## src/rtl/nn_seq_pkg.sv

```systemverilog
// Shared state encodings, activation selects and width helpers for nn_layer_sequencer.
package nn_seq_pkg;

    localparam logic [2:0] ST_IDLE  = 3'd0;
    localparam logic [2:0] ST_ISSUE = 3'd1;
    localparam logic [2:0] ST_WAIT  = 3'd2;
    localparam logic [2:0] ST_WRITE = 3'd3;
    localparam logic [2:0] ST_FIN   = 3'd4;

    localparam logic [1:0] ACT_SIGMOID = 2'd1;
    localparam logic [1:0] ACT_SOFTMAX = 2'd2;

    // Address width for n locations; never narrower than one bit.
    function automatic int width_of(input int n);
        return (n > 1) ? $clog2(n) : 1;
    endfunction

    function automatic int max_of(input int a, input int b);
        return (a > b) ? a : b;
    endfunction

endpackage

```

## src/rtl/nn_seq_watchdog.sv

```systemverilog
// Loadable down-counter with expiry flag used to bound the per-neuron wait.
// Only present when NN_SEQ_WATCHDOG_EN is defined.
`ifdef NN_SEQ_WATCHDOG_EN
module nn_seq_watchdog
    import nn_seq_pkg::*;
#(
    parameter int CW = 12
) (
    input  logic          clk,
    input  logic          rst_n,
    input  logic          load_i,
    input  logic          en_i,
    input  logic [CW-1:0] load_val_i,
    output logic          expired_o
);

    logic [CW-1:0] cnt_d;
    logic [CW-1:0] cnt_q;

    // Load on neuron issue, then count down while waiting; saturate at zero.
    always_comb begin
        cnt_d = cnt_q;
        if (load_i) begin
            cnt_d = load_val_i;
        end else if (en_i && (cnt_q != {CW{1'b0}})) begin
            cnt_d = cnt_q - CW'(1'b1);
        end else begin
            cnt_d = cnt_q;
        end
    end

    // Counter register.
    always_ff @(posedge clk or negedge rst_n) begin
        if (!rst_n) begin
            cnt_q <= {CW{1'b0}};
        end else begin
            cnt_q <= cnt_d;
        end
    end

    assign expired_o = (cnt_q == {CW{1'b0}});

endmodule
`endif

```

## src/rtl/nn_layer_sequencer.sv

```systemverilog
// Runs a two-layer network one neuron at a time through a shared neuron unit.
// Optional per-neuron wait watchdog: define NN_SEQ_WATCHDOG_EN.
module nn_layer_sequencer
    import nn_seq_pkg::*;
#(
    parameter  int L0      = 100,
    parameter  int L1      = 15,
    parameter  int L2      = 10,
    parameter  int TIMEOUT = 4096,
    localparam int WA_W    = width_of(L0 * L1 + L1 * L2),
    localparam int BA_W    = width_of(L1 + L2),
    localparam int IX_W    = width_of(max_of(L1, L2)),
    localparam int LN_W    = width_of(max_of(L0, L1) + 1)
) (
    input  logic            clk,
    input  logic            rst_n,
    input  logic            start,
    output logic            busy,
    output logic            done,
    output logic            error,
    output logic            nrn_start,
    input  logic            nrn_done,
    output logic            nrn_layer,
    output logic [IX_W-1:0] nrn_index,
    output logic [WA_W-1:0] w_base,
    output logic [BA_W-1:0] b_addr,
    output logic [LN_W-1:0] in_len,
    output logic [1:0]      act_sel,
    output logic            res_we,
    output logic [BA_W-1:0] res_addr
);

    if (TIMEOUT < 1) begin : g_timeout_chk
        $error("nn_layer_sequencer: TIMEOUT must be at least 1");
    end

    logic [2:0]      state_d, state_q;
    logic            layer_d, layer_q;
    logic [IX_W-1:0] idx_d, idx_q, last_idx_s;
    logic [WA_W-1:0] w_base_d, w_base_q;
    logic [BA_W-1:0] b_addr_d, b_addr_q;
    logic [LN_W-1:0] in_len_d, in_len_q;
    logic [1:0]      act_sel_d, act_sel_q;
    logic            nrn_start_q, res_we_q, done_q, busy_q;
    logic            wd_expired_s;

    // Next-state and neuron-cursor logic.
    always_comb begin
        state_d    = state_q;
        layer_d    = layer_q;
        idx_d      = idx_q;
        last_idx_s = layer_q ? IX_W'(L2 - 1) : IX_W'(L1 - 1);
        case (state_q)
            ST_IDLE: begin
                if (start) begin
                    layer_d = 1'b0;
                    idx_d   = {IX_W{1'b0}};
                    state_d = ST_ISSUE;
                end else begin
                    state_d = ST_IDLE;
                end
            end
            ST_ISSUE: state_d = ST_WAIT;
            ST_WAIT: begin
                if (nrn_done) begin
                    state_d = ST_WRITE;
                end else if (wd_expired_s) begin
                    state_d = ST_IDLE;
                end else begin
                    state_d = ST_WAIT;
                end
            end
            ST_WRITE: begin
                if (idx_q < last_idx_s) begin
                    idx_d   = idx_q + IX_W'(1'b1);
                    state_d = ST_ISSUE;
                end else if (!layer_q) begin
                    layer_d = 1'b1;
                    idx_d   = {IX_W{1'b0}};
                    state_d = ST_ISSUE;
                end else begin
                    state_d = ST_FIN;
                end
            end
            ST_FIN:  state_d = ST_IDLE;
            default: state_d = ST_IDLE;
        endcase
    end

    // Neuron descriptor is captured on entry to ISSUE and held until the next neuron.
    always_comb begin
        w_base_d  = w_base_q;
        b_addr_d  = b_addr_q;
        in_len_d  = in_len_q;
        act_sel_d = act_sel_q;
        if ((state_d == ST_ISSUE) && (state_q != ST_ISSUE)) begin
            if (layer_d) begin
                w_base_d  = WA_W'(L0 * L1 + L1 * int'(idx_d));
                b_addr_d  = BA_W'(L1 + int'(idx_d));
                in_len_d  = LN_W'(L1);
                act_sel_d = ACT_SOFTMAX;
            end else begin
                w_base_d  = WA_W'(L0 * int'(idx_d));
                b_addr_d  = BA_W'(int'(idx_d));
                in_len_d  = LN_W'(L0);
                act_sel_d = ACT_SIGMOID;
            end
        end else begin
            w_base_d  = w_base_q;
            b_addr_d  = b_addr_q;
            in_len_d  = in_len_q;
            act_sel_d = act_sel_q;
        end
    end

    // State, cursor, descriptor and strobe registers.
    always_ff @(posedge clk or negedge rst_n) begin
        if (!rst_n) begin
            state_q     <= ST_IDLE;
            layer_q     <= 1'b0;
            idx_q       <= {IX_W{1'b0}};
            w_base_q    <= {WA_W{1'b0}};
            b_addr_q    <= {BA_W{1'b0}};
            in_len_q    <= {LN_W{1'b0}};
            act_sel_q   <= 2'd0;
            nrn_start_q <= 1'b0;
            res_we_q    <= 1'b0;
            done_q      <= 1'b0;
            busy_q      <= 1'b0;
        end else begin
            state_q     <= state_d;
            layer_q     <= layer_d;
            idx_q       <= idx_d;
            w_base_q    <= w_base_d;
            b_addr_q    <= b_addr_d;
            in_len_q    <= in_len_d;
            act_sel_q   <= act_sel_d;
            nrn_start_q <= (state_d == ST_ISSUE);
            res_we_q    <= (state_d == ST_WRITE);
            done_q      <= (state_d == ST_FIN);
            busy_q      <= (state_d != ST_IDLE);
        end
    end

`ifdef NN_SEQ_WATCHDOG_EN
    localparam int WD_W = width_of(TIMEOUT);

    logic err_d, err_q;

    nn_seq_watchdog #(
        .CW(WD_W)
    ) u_watchdog (
        .clk        (clk),
        .rst_n      (rst_n),
        .load_i     (state_q == ST_ISSUE),
        .en_i       (state_q == ST_WAIT),
        .load_val_i (WD_W'(TIMEOUT - 1)),
        .expired_o  (wd_expired_s)
    );

    // Sticky timeout flag, cleared only by an accepted start.
    always_comb begin
        if ((state_q == ST_IDLE) && start) begin
            err_d = 1'b0;
        end else if ((state_q == ST_WAIT) && !nrn_done && wd_expired_s) begin
            err_d = 1'b1;
        end else begin
            err_d = err_q;
        end
    end

    // Error flag register.
    always_ff @(posedge clk or negedge rst_n) begin
        if (!rst_n) begin
            err_q <= 1'b0;
        end else begin
            err_q <= err_d;
        end
    end

    assign error = err_q;
`else
    assign wd_expired_s = 1'b0;
    assign error        = 1'b0;
`endif

    assign busy      = busy_q;
    assign done      = done_q;
    assign nrn_start = nrn_start_q;
    assign nrn_layer = layer_q;
    assign nrn_index = idx_q;
    assign w_base    = w_base_q;
    assign b_addr    = b_addr_q;
    assign in_len    = in_len_q;
    assign act_sel   = act_sel_q;
    assign res_we    = res_we_q;
    assign res_addr  = b_addr_q;

endmodule

```

## config.mk

```make
export PLATFORM = sky130hd
export DESIGN_NAME = nn_layer_sequencer
export DESIGN_NICKNAME = d
export VERILOG_FILES = /design/src/rtl/nn_seq_pkg.sv /design/src/rtl/nn_seq_watchdog.sv /design/src/rtl/nn_layer_sequencer.sv
export SDC_FILE = /design/constraint.sdc
export NUM_CORES = 1
export LEC_CHECK = 0
export BUFFER_PORTS_ARGS = -buffer_cell sky130_fd_sc_hd__buf_2
export CAP_MARGIN = 20
export CORE_MARGIN = 2
export CORE_UTILIZATION = 40
export DETAILED_ROUTE_END_ITERATION = 7
export GPL_ROUTABILITY_DRIVEN = 0
export PLACE_DENSITY_LB_ADDON = 0.12
export SLEW_MARGIN = 20
export SYNTH_ARGS = -nofsm -noshare
export SYNTH_HDL_FRONTEND = slang
export SYNTH_SLANG_ARGS = --single-unit
```

## constraint.sdc

```tcl
create_clock -name clk -period 4 [get_ports clk]
set_input_delay 0.4 -clock clk [delete_from_list [all_inputs] [get_ports clk]]
set_output_delay 0.4 -clock clk [all_outputs]
set_load 0.005 [all_outputs]
```

==> impl_metrics.env, run 1 <==
export IMPL_synth_edff_count=0
export IMPL_totalNegativeSetupSlack_ps=0
export IMPL_cell_internal_pwr_w=0.001207
export IMPL_vdd_ir_drop_worst_mv=0.2881
export IMPL_cts_htree_levels=2
export IMPL_worst_path_max_fanout=9
export IMPL_clock_fmax_ghz=0.2654
export IMPL_timing_critical_path_required_ps=4150
export IMPL_layout_cell_share_with_drive_strength_beyond_1=0.3221
export IMPL_timing_critical_path_from="state_q[1]"
export IMPL_critPathMaxStageDelay_ps=430
export IMPL_core_ar_sq_um=5172
export IMPL_antenna_found_initial=0
export IMPL_worst_path_dominant_cell_family="adder cells"
export IMPL_die_h_um=77.52
export IMPL_holdWs_ps=164.4
export IMPL_drt_pass1_iterations=4
export IMPL_cp_data_arrival_time_ps=3920
export IMPL_cp_start_kind="flop"
export IMPL_final_antenna_net_count=0
export IMPL_row_count=26
export IMPL_cts_tree="yes"
export IMPL_register_clock_pin_slew_on_the_reported_worst_setup_and_hold_paths_ps=70
export IMPL_synthFlopType="sky130_fd_sc_hd__dfrtp_1"
export IMPL_ys_types=46
export IMPL_insertion_delay_ps=280
export IMPL_most_common_cell_after_layout_fill_and_taps_aside="sky130_fd_sc_hd__buf_2"
export IMPL_ff_latch_area_sq_um=778.2
export IMPL_antenna_cells=0
export IMPL_clock_power_share=0.152
export IMPL_final_max_slew_violation_count=0
export IMPL_tightest_slew_ps=711.2
export IMPL_report_final_setup_viol=0
export IMPL_regToRegStartpoint="state_q[1]"
export IMPL_detail_route_wl_per_cell_um=14.19
export IMPL_fp_dieArea_sq_um=6009
export IMPL_power_sequential_fraction=0.235
export IMPL_multi_input_gate_area_in_the_final_layout_sq_um=1241
export IMPL_post_synth_cell_area_avg_sq_um=9.652
export IMPL_synth_cell_area_sq_um=2162
export IMPL_die_w_um=77.52
export IMPL_drv_max_cap_violation_count=0
export IMPL_post_dp_cell_area_sq_um=2369
export IMPL_start_util=0.4180
export IMPL_p_sw_frac=0.4305
export IMPL_synth_warning_count=0
export IMPL_postSynth_asyncResetShare=1.000
export IMPL_clock_tree_buffer_depth=2
export IMPL_synthToLayoutAreaGrowth_pct=19.79
export IMPL_numCtsBuffers=5
export IMPL_post_synth_inst_count=224
export IMPL_nets=301
export IMPL_crit_chain="or3b_4 -> a21o_2 -> a211o_2 -> buf_4 -> ha_1 -> inv_1 -> fa_1 -> ha_1 -> inv_1 -> fa_2 -> nor2b_2 -> o21ai_0 -> nand2b_1 -> a21oi_2 -> xnor2_1 -> a31oi_1"
export IMPL_timing_setup_critical_path_class="flop to flop"
export IMPL_place_detailed_hpwl_um=3496
export IMPL_power_leakage_nw=1.356
export IMPL_slew_headroom=0.5259
export IMPL_hold_viol_final=0
export IMPL_synth_seq_cells=31
export IMPL_port_buffer_count=41
export IMPL_final_instance_count_excl_fill=337
export IMPL_cts_sinks=31
export IMPL_via_count_of_the_routed_design=1696
export IMPL_grt_usage=0.1667
export IMPL_crit_path_top_delay_cell="sky130_fd_sc_hd__or3b_4"
export IMPL_grt_first_pass_wirelength_um=7962
export IMPL_grt_start_max_net_pins=32
export IMPL_clk_root_buffer_cell="sky130_fd_sc_hd__clkbuf_8"
export IMPL_power_density_cell_area_nw_per_um2=818.5
export IMPL_p_total_w=0.002120
export IMPL_hold_buffers=0
export IMPL_totalWireLength_um=4782
export IMPL_skew_ps=3.775
export IMPL_share_comb_of_total_power=0.613
export IMPL_drt_initial_drc_count=70
export IMPL_boundaryPins=44
export IMPL_dp_cells=324
export IMPL_postLayoutCellArea_sq_um=2590
export IMPL_shortest_clock_period_the_worst_path_allows_after_layout_ps=3768
export IMPL_drc_errors=0
export IMPL_filler_cell_count=485
export IMPL_grt_ovfl_total=0
export IMPL_vias_per_cell=5.033
export IMPL_layout_cells_most_common_list="41 x sky130_fd_sc_hd__buf_2, 31 x sky130_fd_sc_hd__nand2_1, 29 x sky130_fd_sc_hd__dfrtp_1, 24 x sky130_fd_sc_hd__ha_1, 16 x sky130_fd_sc_hd__inv_1"
export IMPL_path_buf_inv=3
export IMPL_setup_worst_path_end_class="flop"
export IMPL_switchingPower_w=0.0009125
export IMPL_hp_class="primary input to async pin"
export IMPL_grt_pass1_vias=1637
export IMPL_synth_sequential_area_ratio=0.3588
export IMPL_run_status="completed"
export IMPL_min_period_over_period=0.9419
==> worst reg2reg max path: stages (launching register included) <==
cell and delay, ps:
sky130_fd_sc_hd__dfrtp_1 410, sky130_fd_sc_hd__or3b_4 430, sky130_fd_sc_hd__a21o_2 220, sky130_fd_sc_hd__a211o_2 360, sky130_fd_sc_hd__buf_4 190, sky130_fd_sc_hd__ha_1 320, sky130_fd_sc_hd__inv_1 90, sky130_fd_sc_hd__fa_1 390
sky130_fd_sc_hd__ha_1 210, sky130_fd_sc_hd__inv_1 70, sky130_fd_sc_hd__fa_2 200, sky130_fd_sc_hd__nor2b_2 50, sky130_fd_sc_hd__o21ai_0 160, sky130_fd_sc_hd__nand2b_1 120, sky130_fd_sc_hd__a21oi_2 170, sky130_fd_sc_hd__xnor2_1 140
sky130_fd_sc_hd__a31oi_1 110
==> power groups by stage <==
| stage | combinational [W] | sequential [W] | clock [W] |
|---|---|---|---|
| after floorplan | 0.000887 | 0.000500 | 0 |
| after global placement | 0.00120 | 0.000500 | 0 |
| after detailed placement | 0.00122 | 0.000502 | 0 |
| after CTS | 0.00123 | 0.000497 | 0.000329 |
| after global routing | 0.00148 | 0.000515 | 0.000343 |
| final | 0.00130 | 0.000498 | 0.000322 |
==> path summary, 6_finish.rpt <==
| kind | endpoint | slack (ps) | depth (start not counted) |
|---|---|---|---|
| max in group asynchronous | nrn_layer | 3340 | 1 |
| max reg2reg | w_base[9] | 230 | 16 |
| max | w_base[9] | 230 | 16 |
| min in group clk | res_we | 350 | 3 |
| min | busy | 160 | 1 |
| min reg2reg | in_len[2] | 470 | 1 |
==> cell type report <==
cell class                 count  share of cell area
inverter                      19             0.02995
multi-input combinational    157              0.4792
tap                           70             0.03382
clock inverter                 2             0.01353
sequential                    31              0.3005
timing repair buffer          52              0.1111
clock buffer                   6             0.03188
==> synthesized netlist by cell type (all sizes together), types with 2 or more instances <==
master,instances,area (sq um)
a21oi,8,47.55
and3,3,18.77
nand2b,6,37.54
fa,4,80.08
o21a,4,30.03
inv,18,70.07
ha,27,337.8
nor3,3,15.01
nor2b,3,18.77
xor2,4,35.03
nand3,3,15.01
o21ai,12,63.81
clkbuf,2,7.510
a21o,5,38.79
a211oi,3,22.52
dfrtp,31,775.7
xnor2,7,61.31
o22a,2,17.52
nand2,33,126.4
buf,16,127.6
a31oi,5,46.29
o22ai,2,12.51
nor2,8,30.03
==> flip-flops by register name, summed over array words and instances (netlist names), 2 cells and up <==
| name | count |
|---|---|
| in_len | 2 |
| state_q | 3 |
| w_base | 11 |
| nrn_index | 4 |
| b_addr | 5 |
==> per-layer routing <==
layer	vias up	part of all wire	track usage
met5	-	0	0
met4	0	0.015	0.05357
met2	52	0.46	0.2757
li1	833	-	-
met1	806	0.48	0.2230
met3	5	0.043	0.02791
==> per-stage QoR <==
stage | setup WS (ps) | utilization
final | 232.3 | 0.5007
after global routing | -35.19 | 0.5007
after CTS | 78.95 | 0.4806
after detailed placement | 123.1 | 0.4579
after global placement | 168.8 | 0.4579
after floorplan | 289.2 | -
==> logic make-up after synthesis <==
| kind of cell | synth area share |
|---|---|
| AND/OR/NAND/NOR | 0.1441 |
| AO/OA/AOI/OAI | 0.1603 |
| buffers and inverters | 0.09722 |
| adder cells (fa/ha/maj) | 0.1933 |
| flip-flops | 0.3588 |
| XOR/XNOR | 0.04456 |
| other | 0.001734 |
==> what timing repair did <==
| item | in CTS | in global routing |
|---|---|---|
| buffers inserted | 0 | 5 |
| gates resized for setup | 0 | 16 |
| setup endpoints to repair | 0 | 2 |
| endpoints found under the hold margin | 0 | 0 |
(Power assumes the default switching activity.)
==> run 2: changes to the inputs <==
Clock period 4 ns to 3.28 ns, I/O delays scaled along.
==> impl_metrics.env, run 2 (synthesized netlist as in run 1, its figures left out) <==
export IMPL_postLayoutCellArea_sq_um=3049
export IMPL_grt_start_max_net_pins=32
export IMPL_totalWireLength_um=5132
export IMPL_register_clock_pin_slew_on_the_reported_worst_setup_and_hold_paths_ps=70
export IMPL_nets=336
export IMPL_totalNegativeSetupSlack_ps=-738.3
export IMPL_numCtsBuffers=5
export IMPL_post_dp_cell_area_sq_um=2670
export IMPL_shortest_clock_period_the_worst_path_allows_after_layout_ps=3578
export IMPL_regToRegStartpoint="state_q[1]"
export IMPL_drc_errors=0
export IMPL_most_common_cell_after_layout_fill_and_taps_aside="sky130_fd_sc_hd__buf_4"
export IMPL_run_status="finished, violations left"
export IMPL_skew_ps=6.066
export IMPL_clock_tree_buffer_depth=2
export IMPL_grt_ovfl_total=0
export IMPL_fp_dieArea_sq_um=6009
export IMPL_vias_per_cell=4.747
export IMPL_layout_cell_share_with_drive_strength_beyond_1=0.4967
export IMPL_worst_path_max_fanout=4
export IMPL_tightest_slew_ps=693.6
export IMPL_multi_input_gate_area_in_the_final_layout_sq_um=1424
export IMPL_hold_viol_final=0
export IMPL_worstReg2RegEnd="w_base[9]"
export IMPL_rsz0062_at_grt="true"
export IMPL_timing_critical_path_required_ps=3450
export IMPL_r2r_worst_path_cells=16
export IMPL_timing_setup_critical_path_class="flop to flop"
export IMPL_core_ar_sq_um=5172
export IMPL_power_leakage_nw=1.538
export IMPL_cts_htree_levels=2
export IMPL_drt_pass1_iterations=4
export IMPL_layout_cells_most_common_list="42 x sky130_fd_sc_hd__buf_4, 41 x sky130_fd_sc_hd__buf_2, 30 x sky130_fd_sc_hd__nand2_1, 30 x sky130_fd_sc_hd__dfrtp_1, 15 x sky130_fd_sc_hd__ha_1"
export IMPL_final_max_slew_violation_count=0
export IMPL_hp_class="primary input to async pin"
export IMPL_antenna_found_initial=0
export IMPL_cts_tree="yes"
export IMPL_drt_initial_drc_count=75
export IMPL_min_period_over_period=1.091
export IMPL_cp_data_arrival_time_ps=3750
export IMPL_boundaryPins=44
export IMPL_largest_register_ff_count=11
export IMPL_setup_worst_path_end_class="flop"
export IMPL_place_detailed_hpwl_um=3749
export IMPL_holdWs_ps=82.96
export IMPL_grt_usage=0.1813
export IMPL_detail_route_wl_per_cell_um=13.80
export IMPL_cp_start_kind="flop"
export IMPL_slew_headroom=0.5376
export IMPL_final_antenna_net_count=0
export IMPL_dp_cells=354
export IMPL_clock_fmax_ghz=0.2794
export IMPL_grt_first_pass_wirelength_um=8673
export IMPL_synthToLayoutAreaGrowth_pct=41.03
export IMPL_via_count_of_the_routed_design=1766
export IMPL_ff_latch_area_sq_um=777.0
export IMPL_final_instance_count_excl_fill=372
export IMPL_die_w_um=77.52
export IMPL_insertion_delay_ps=290
export IMPL_power_density_cell_area_nw_per_um2=1042
export IMPL_clk_root_buffer_cell="sky130_fd_sc_hd__clkbuf_8"
export IMPL_finish_utilization=0.5895
export IMPL_die_h_um=77.52
export IMPL_grt_pass1_vias=1752
export IMPL_vdd_ir_drop_worst_mv=0.4759
export IMPL_row_count=26
export IMPL_regToRegSetupSlack_ps=-300
export IMPL_start_util=0.4180
export IMPL_report_final_setup_viol=5
export IMPL_port_buffer_count=41
export IMPL_filler_cell_count=447
export IMPL_cts_sinks=31
export IMPL_failed_checks="setup timing"
export IMPL_antenna_cells=0
export IMPL_final_setup_worst_slack_ps=-298.5
export IMPL_drv_max_cap_violation_count=0
[run 2: worst max-delay path, cell delays in order (launching register included)]
cell and delay, ps:
sky130_fd_sc_hd__dfrtp_1 380, sky130_fd_sc_hd__or3b_4 400, sky130_fd_sc_hd__a21o_4 230, sky130_fd_sc_hd__a22o_1 240, sky130_fd_sc_hd__a21o_4 220, sky130_fd_sc_hd__ha_4 270, sky130_fd_sc_hd__fa_2 430, sky130_fd_sc_hd__inv_2 80
sky130_fd_sc_hd__ha_4 140, sky130_fd_sc_hd__inv_2 30, sky130_fd_sc_hd__fa_2 340, sky130_fd_sc_hd__nor2b_2 140, sky130_fd_sc_hd__o21ai_1 70, sky130_fd_sc_hd__nand2b_1 150, sky130_fd_sc_hd__a21oi_2 80, sky130_fd_sc_hd__xnor2_1 160
sky130_fd_sc_hd__a31oi_1 90
[run 2: layout make-up]
type	count	area share
multi-input combinational	157	0.4670
sequential	31	0.2548
timing repair buffer	87	0.1855
tap	70	0.02872
clock buffer	6	0.02708
inverter	19	0.02544
clock inverter	2	0.01149
[run 2: through the flow]
stage	power, W	setup WS (ps)
final	0.003178	-298.5
after global routing	0.003465	-467.1
after CTS	0.003024	-248.4
after detailed placement	0.002380	-341.0
after global placement	0.002373	-260.3
after floorplan	0.001777	-236.7
[run 2: repair_timing]
item	CTS	global route
resized for setup	17	23
setup endpoints to repair	6	7
gates cloned	0	0
setup buffers	7	4
hold buffers	0	0
endpoints found under the hold margin	0	0
pin swaps	14	22
[run 2: worst max path at each step]
stage | from | endpoint | depth (start not counted)
after detailed placement | start | w_base[9] | 17
after global placement | start | w_base[9] | 17
after floorplan | state_q[1] | w_base[9] | 16
after global routing | state_q[1] | w_base[9] | 16
final | state_q[1] | w_base[9] | 16
after CTS | state_q[1] | w_base[9] | 16
[run 2: where the power goes]
| part | switching (W) | total, W | internal [W] |
|---|---|---|---|
| registers | 0.0000772 | 0.000586 | 0.000509 |
| clock network | 0.000148 | 0.000394 | 0.000246 |
| logic | 0.00108 | 0.00220 | 0.00112 |
| total | 0.00131 | 0.00318 | 0.00187 |
[run 2: metal layers]
layer  vias to the layer above  GRT usage  share of wire
met2                        40     0.2748           0.44
li1                        895          -              -
met3                         6    0.03372          0.035
met1                       825     0.2631           0.51
met5                         -          0              0
met4                         0    0.05357          0.013
==> run 3: changes to the inputs <==
Settings changed: CELL_PAD_IN_SITES_DETAIL_PLACEMENT from default to 1, CELL_PAD_IN_SITES_GLOBAL_PLACEMENT from default to 2, CORE_UTILIZATION 40 to 30.
==> impl_metrics.env, run 3 (synthesized netlist as in run 1, its figures left out) <==
export IMPL_grt_met3_usage=0.02493
export IMPL_report_final_setup_viol=6
export IMPL_timing_critical_path_required_ps=3440
export IMPL_crit_path_top_delay_cell="sky130_fd_sc_hd__dfrtp_2"
export IMPL_finish_utilization=0.4503
export IMPL_drt_initial_drc_count=39
export IMPL_grt_usage=0.1551
export IMPL_timing_setup_critical_path_class="flop to flop"
export IMPL_antenna_cells=0
export IMPL_run_status="finished, violations left"
export IMPL_drt_pass1_iterations=4
export IMPL_setup_worst_path_end_class="flop"
export IMPL_core_ar_sq_um=6869
export IMPL_hold_buffers=0
export IMPL_final_antenna_net_count=0
export IMPL_totalWireLength_um=5943
export IMPL_vdd_ir_drop_worst_mv=0.6081
export IMPL_clk_root_buffer_cell="sky130_fd_sc_hd__clkbuf_8"
export IMPL_hold_viol_final=0
export IMPL_place_detailed_hpwl_um=4579
export IMPL_grt_most_used_layer="met2"
export IMPL_clock_fmax_ghz=0.2792
export IMPL_power_leakage_nw=1.554
export IMPL_grt_ovfl_total=0
export IMPL_start_util=0.3148
export IMPL_path_buf_inv=3
export IMPL_skew_ps=4.695
export IMPL_crit_chain="ha_4 -> nand2_4 -> o21ai_4 -> a221oi_2 -> a211o_2 -> buf_12 -> ha_4 -> inv_4 -> fa_2 -> ha_4 -> inv_2 -> fa_2 -> nor2b_4 -> o21ai_2 -> nand2b_1 -> xor2_1 -> a21oi_1 -> o21ai_1"
export IMPL_insertion_delay_ps=280
export IMPL_rsz0062_at_grt="true"
export IMPL_final_setup_worst_slack_ps=-301.6
export IMPL_clock_tree_buffer_depth=2
export IMPL_critPathMaxStageDelay_ps=450
export IMPL_clock_power_share=0.120
export IMPL_grt_start_max_net_pins=32
export IMPL_drv_max_cap_violation_count=0
export IMPL_fp_dieArea_sq_um=7902
export IMPL_tightest_slew_ps=720.1
export IMPL_power_sequential_fraction=0.181
export IMPL_p_sw_frac=0.4166
export IMPL_register_clock_pin_slew_on_the_reported_worst_setup_and_hold_paths_ps=70
export IMPL_grt_pass1_vias=1823
export IMPL_hp_class="primary input to async pin"
export IMPL_boundaryPins=44
export IMPL_nets=336
export IMPL_detail_route_wl_per_cell_um=14.93
export IMPL_cts_htree_levels=2
export IMPL_share_comb_of_total_power=0.698
export IMPL_failed_checks="setup timing"
export IMPL_p_total_w=0.003254
export IMPL_drc_errors=0
export IMPL_switchingPower_w=0.001355
export IMPL_layout_cells_most_common_list="41 x sky130_fd_sc_hd__buf_2, 41 x sky130_fd_sc_hd__buf_4, 31 x sky130_fd_sc_hd__nand2_1, 30 x sky130_fd_sc_hd__dfrtp_1, 17 x sky130_fd_sc_hd__ha_1"
export IMPL_gr_usage_met2=0.2585
export IMPL_cell_internal_pwr_w=0.001898
export IMPL_row_count=30
export IMPL_min_period_over_period=1.092
export IMPL_worst_path_max_fanout=4
export IMPL_cts_tree="yes"
export IMPL_die_h_um=88.90
export IMPL_final_max_slew_violation_count=0
export IMPL_via_count_of_the_routed_design=1822
export IMPL_crit_path_frequent_cell="sky130_fd_sc_hd__ha_4"
export IMPL_cp_data_arrival_time_ps=3750
export IMPL_largest_register_ff_count=11
export IMPL_power_density_cell_area_nw_per_um2=1052
export IMPL_synthToLayoutAreaGrowth_pct=43.06
export IMPL_vias_per_cell=4.578
export IMPL_shortest_clock_period_the_worst_path_allows_after_layout_ps=3582
export IMPL_grt_first_pass_wirelength_um=9252
export IMPL_die_w_um=88.90
export IMPL_global_route_usage_met1=0.2111
export IMPL_worst_path_dominant_cell_family="adder cells"
export IMPL_cp_start_kind="flop"
export IMPL_port_buffer_count=41
export IMPL_layout_cell_share_with_drive_strength_beyond_1=0.4868
export IMPL_numCtsBuffers=5
export IMPL_antenna_found_initial=0
export IMPL_slew_headroom=0.5199
export IMPL_cts_sinks=31
-- run 3: final timing paths --
check                      cells past startpoint         to  slack [ps]       from
min in group clk                               3     res_we         290   nrn_done
hold reg to reg                                1  in_len[2]         470  in_len[2]
setup reg to reg                              18  w_base[7]        -300  nrn_layer
max in group asynchronous                      1  nrn_layer        2670      rst_n
hold / removal                                 1       done         100      rst_n
setup / recovery                              18  w_base[7]        -300  nrn_layer
-- run 3: power groups by stage --
| stage | clock network (W) | registers [W] | logic, W |
|---|---|---|---|
| after floorplan | 0 | 0.000616 | 0.00116 |
| after global placement | 0 | 0.000595 | 0.00188 |
| after detailed placement | 0 | 0.000597 | 0.00193 |
| after CTS | 0.000408 | 0.000591 | 0.00212 |
| after global routing | 0.000425 | 0.000609 | 0.00252 |
| final | 0.000391 | 0.000590 | 0.00227 |
-- run 3: area by class of cell --
cell class | instances | area (sq um)
Fill cell | 798 | 3776
Multi-Input combinational cell | 157 | 1416
Sequential cell | 31 | 777.0
Timing Repair Buffer | 87 | 581.8
Tap cell | 96 | 120.1
Clock buffer | 6 | 82.58
Inverter | 19 | 80.08
Clock inverter | 2 | 35.03
-- run 3: per-stage QoR --
stage               hold WS, ps  setup TNS, ps  setup slack (ps)  instances  instance area (sq um)
global placement          433.5          -1331            -314.6        382                   2730
CTS                       125.1         -939.9            -251.4        391                   2938
global route              148.2          -2164            -490.1        398                   3093
detailed placement        435.9          -1570            -362.8        382                   2730
finish                    99.62          -1121            -301.6        398                   3093
floorplan                 32.41         -525.5            -236.7        225                   2250
-- run 3: routing by layer --
metal / vias up / part of all wire
li1: 895 / -
met1: 892 / 0.48
met2: 30 / 0.49
met3: 5 / 0.025
met4: 0 / 0.0072
met5: - / 0
-- run 3: worst register-to-register path, stage by stage (launching register included) --
cell and delay (ps):
sky130_fd_sc_hd__dfrtp_2 450, sky130_fd_sc_hd__ha_4 330, sky130_fd_sc_hd__nand2_4 80, sky130_fd_sc_hd__o21ai_4 170, sky130_fd_sc_hd__a221oi_2 80, sky130_fd_sc_hd__a211o_2 370
sky130_fd_sc_hd__buf_12 150, sky130_fd_sc_hd__ha_4 280, sky130_fd_sc_hd__inv_4 40, sky130_fd_sc_hd__fa_2 400, sky130_fd_sc_hd__ha_4 180, sky130_fd_sc_hd__inv_2 50
sky130_fd_sc_hd__fa_2 220, sky130_fd_sc_hd__nor2b_4 50, sky130_fd_sc_hd__o21ai_2 120, sky130_fd_sc_hd__nand2b_1 100, sky130_fd_sc_hd__xor2_1 150, sky130_fd_sc_hd__a21oi_1 170
sky130_fd_sc_hd__o21ai_1 90
-- run 3: timing repair --
item	in CTS	in global routing
gates resized for setup	18	22
setup endpoints to repair	6	7
cloned	0	0
setup buffers	1	7
pin swaps	14	27
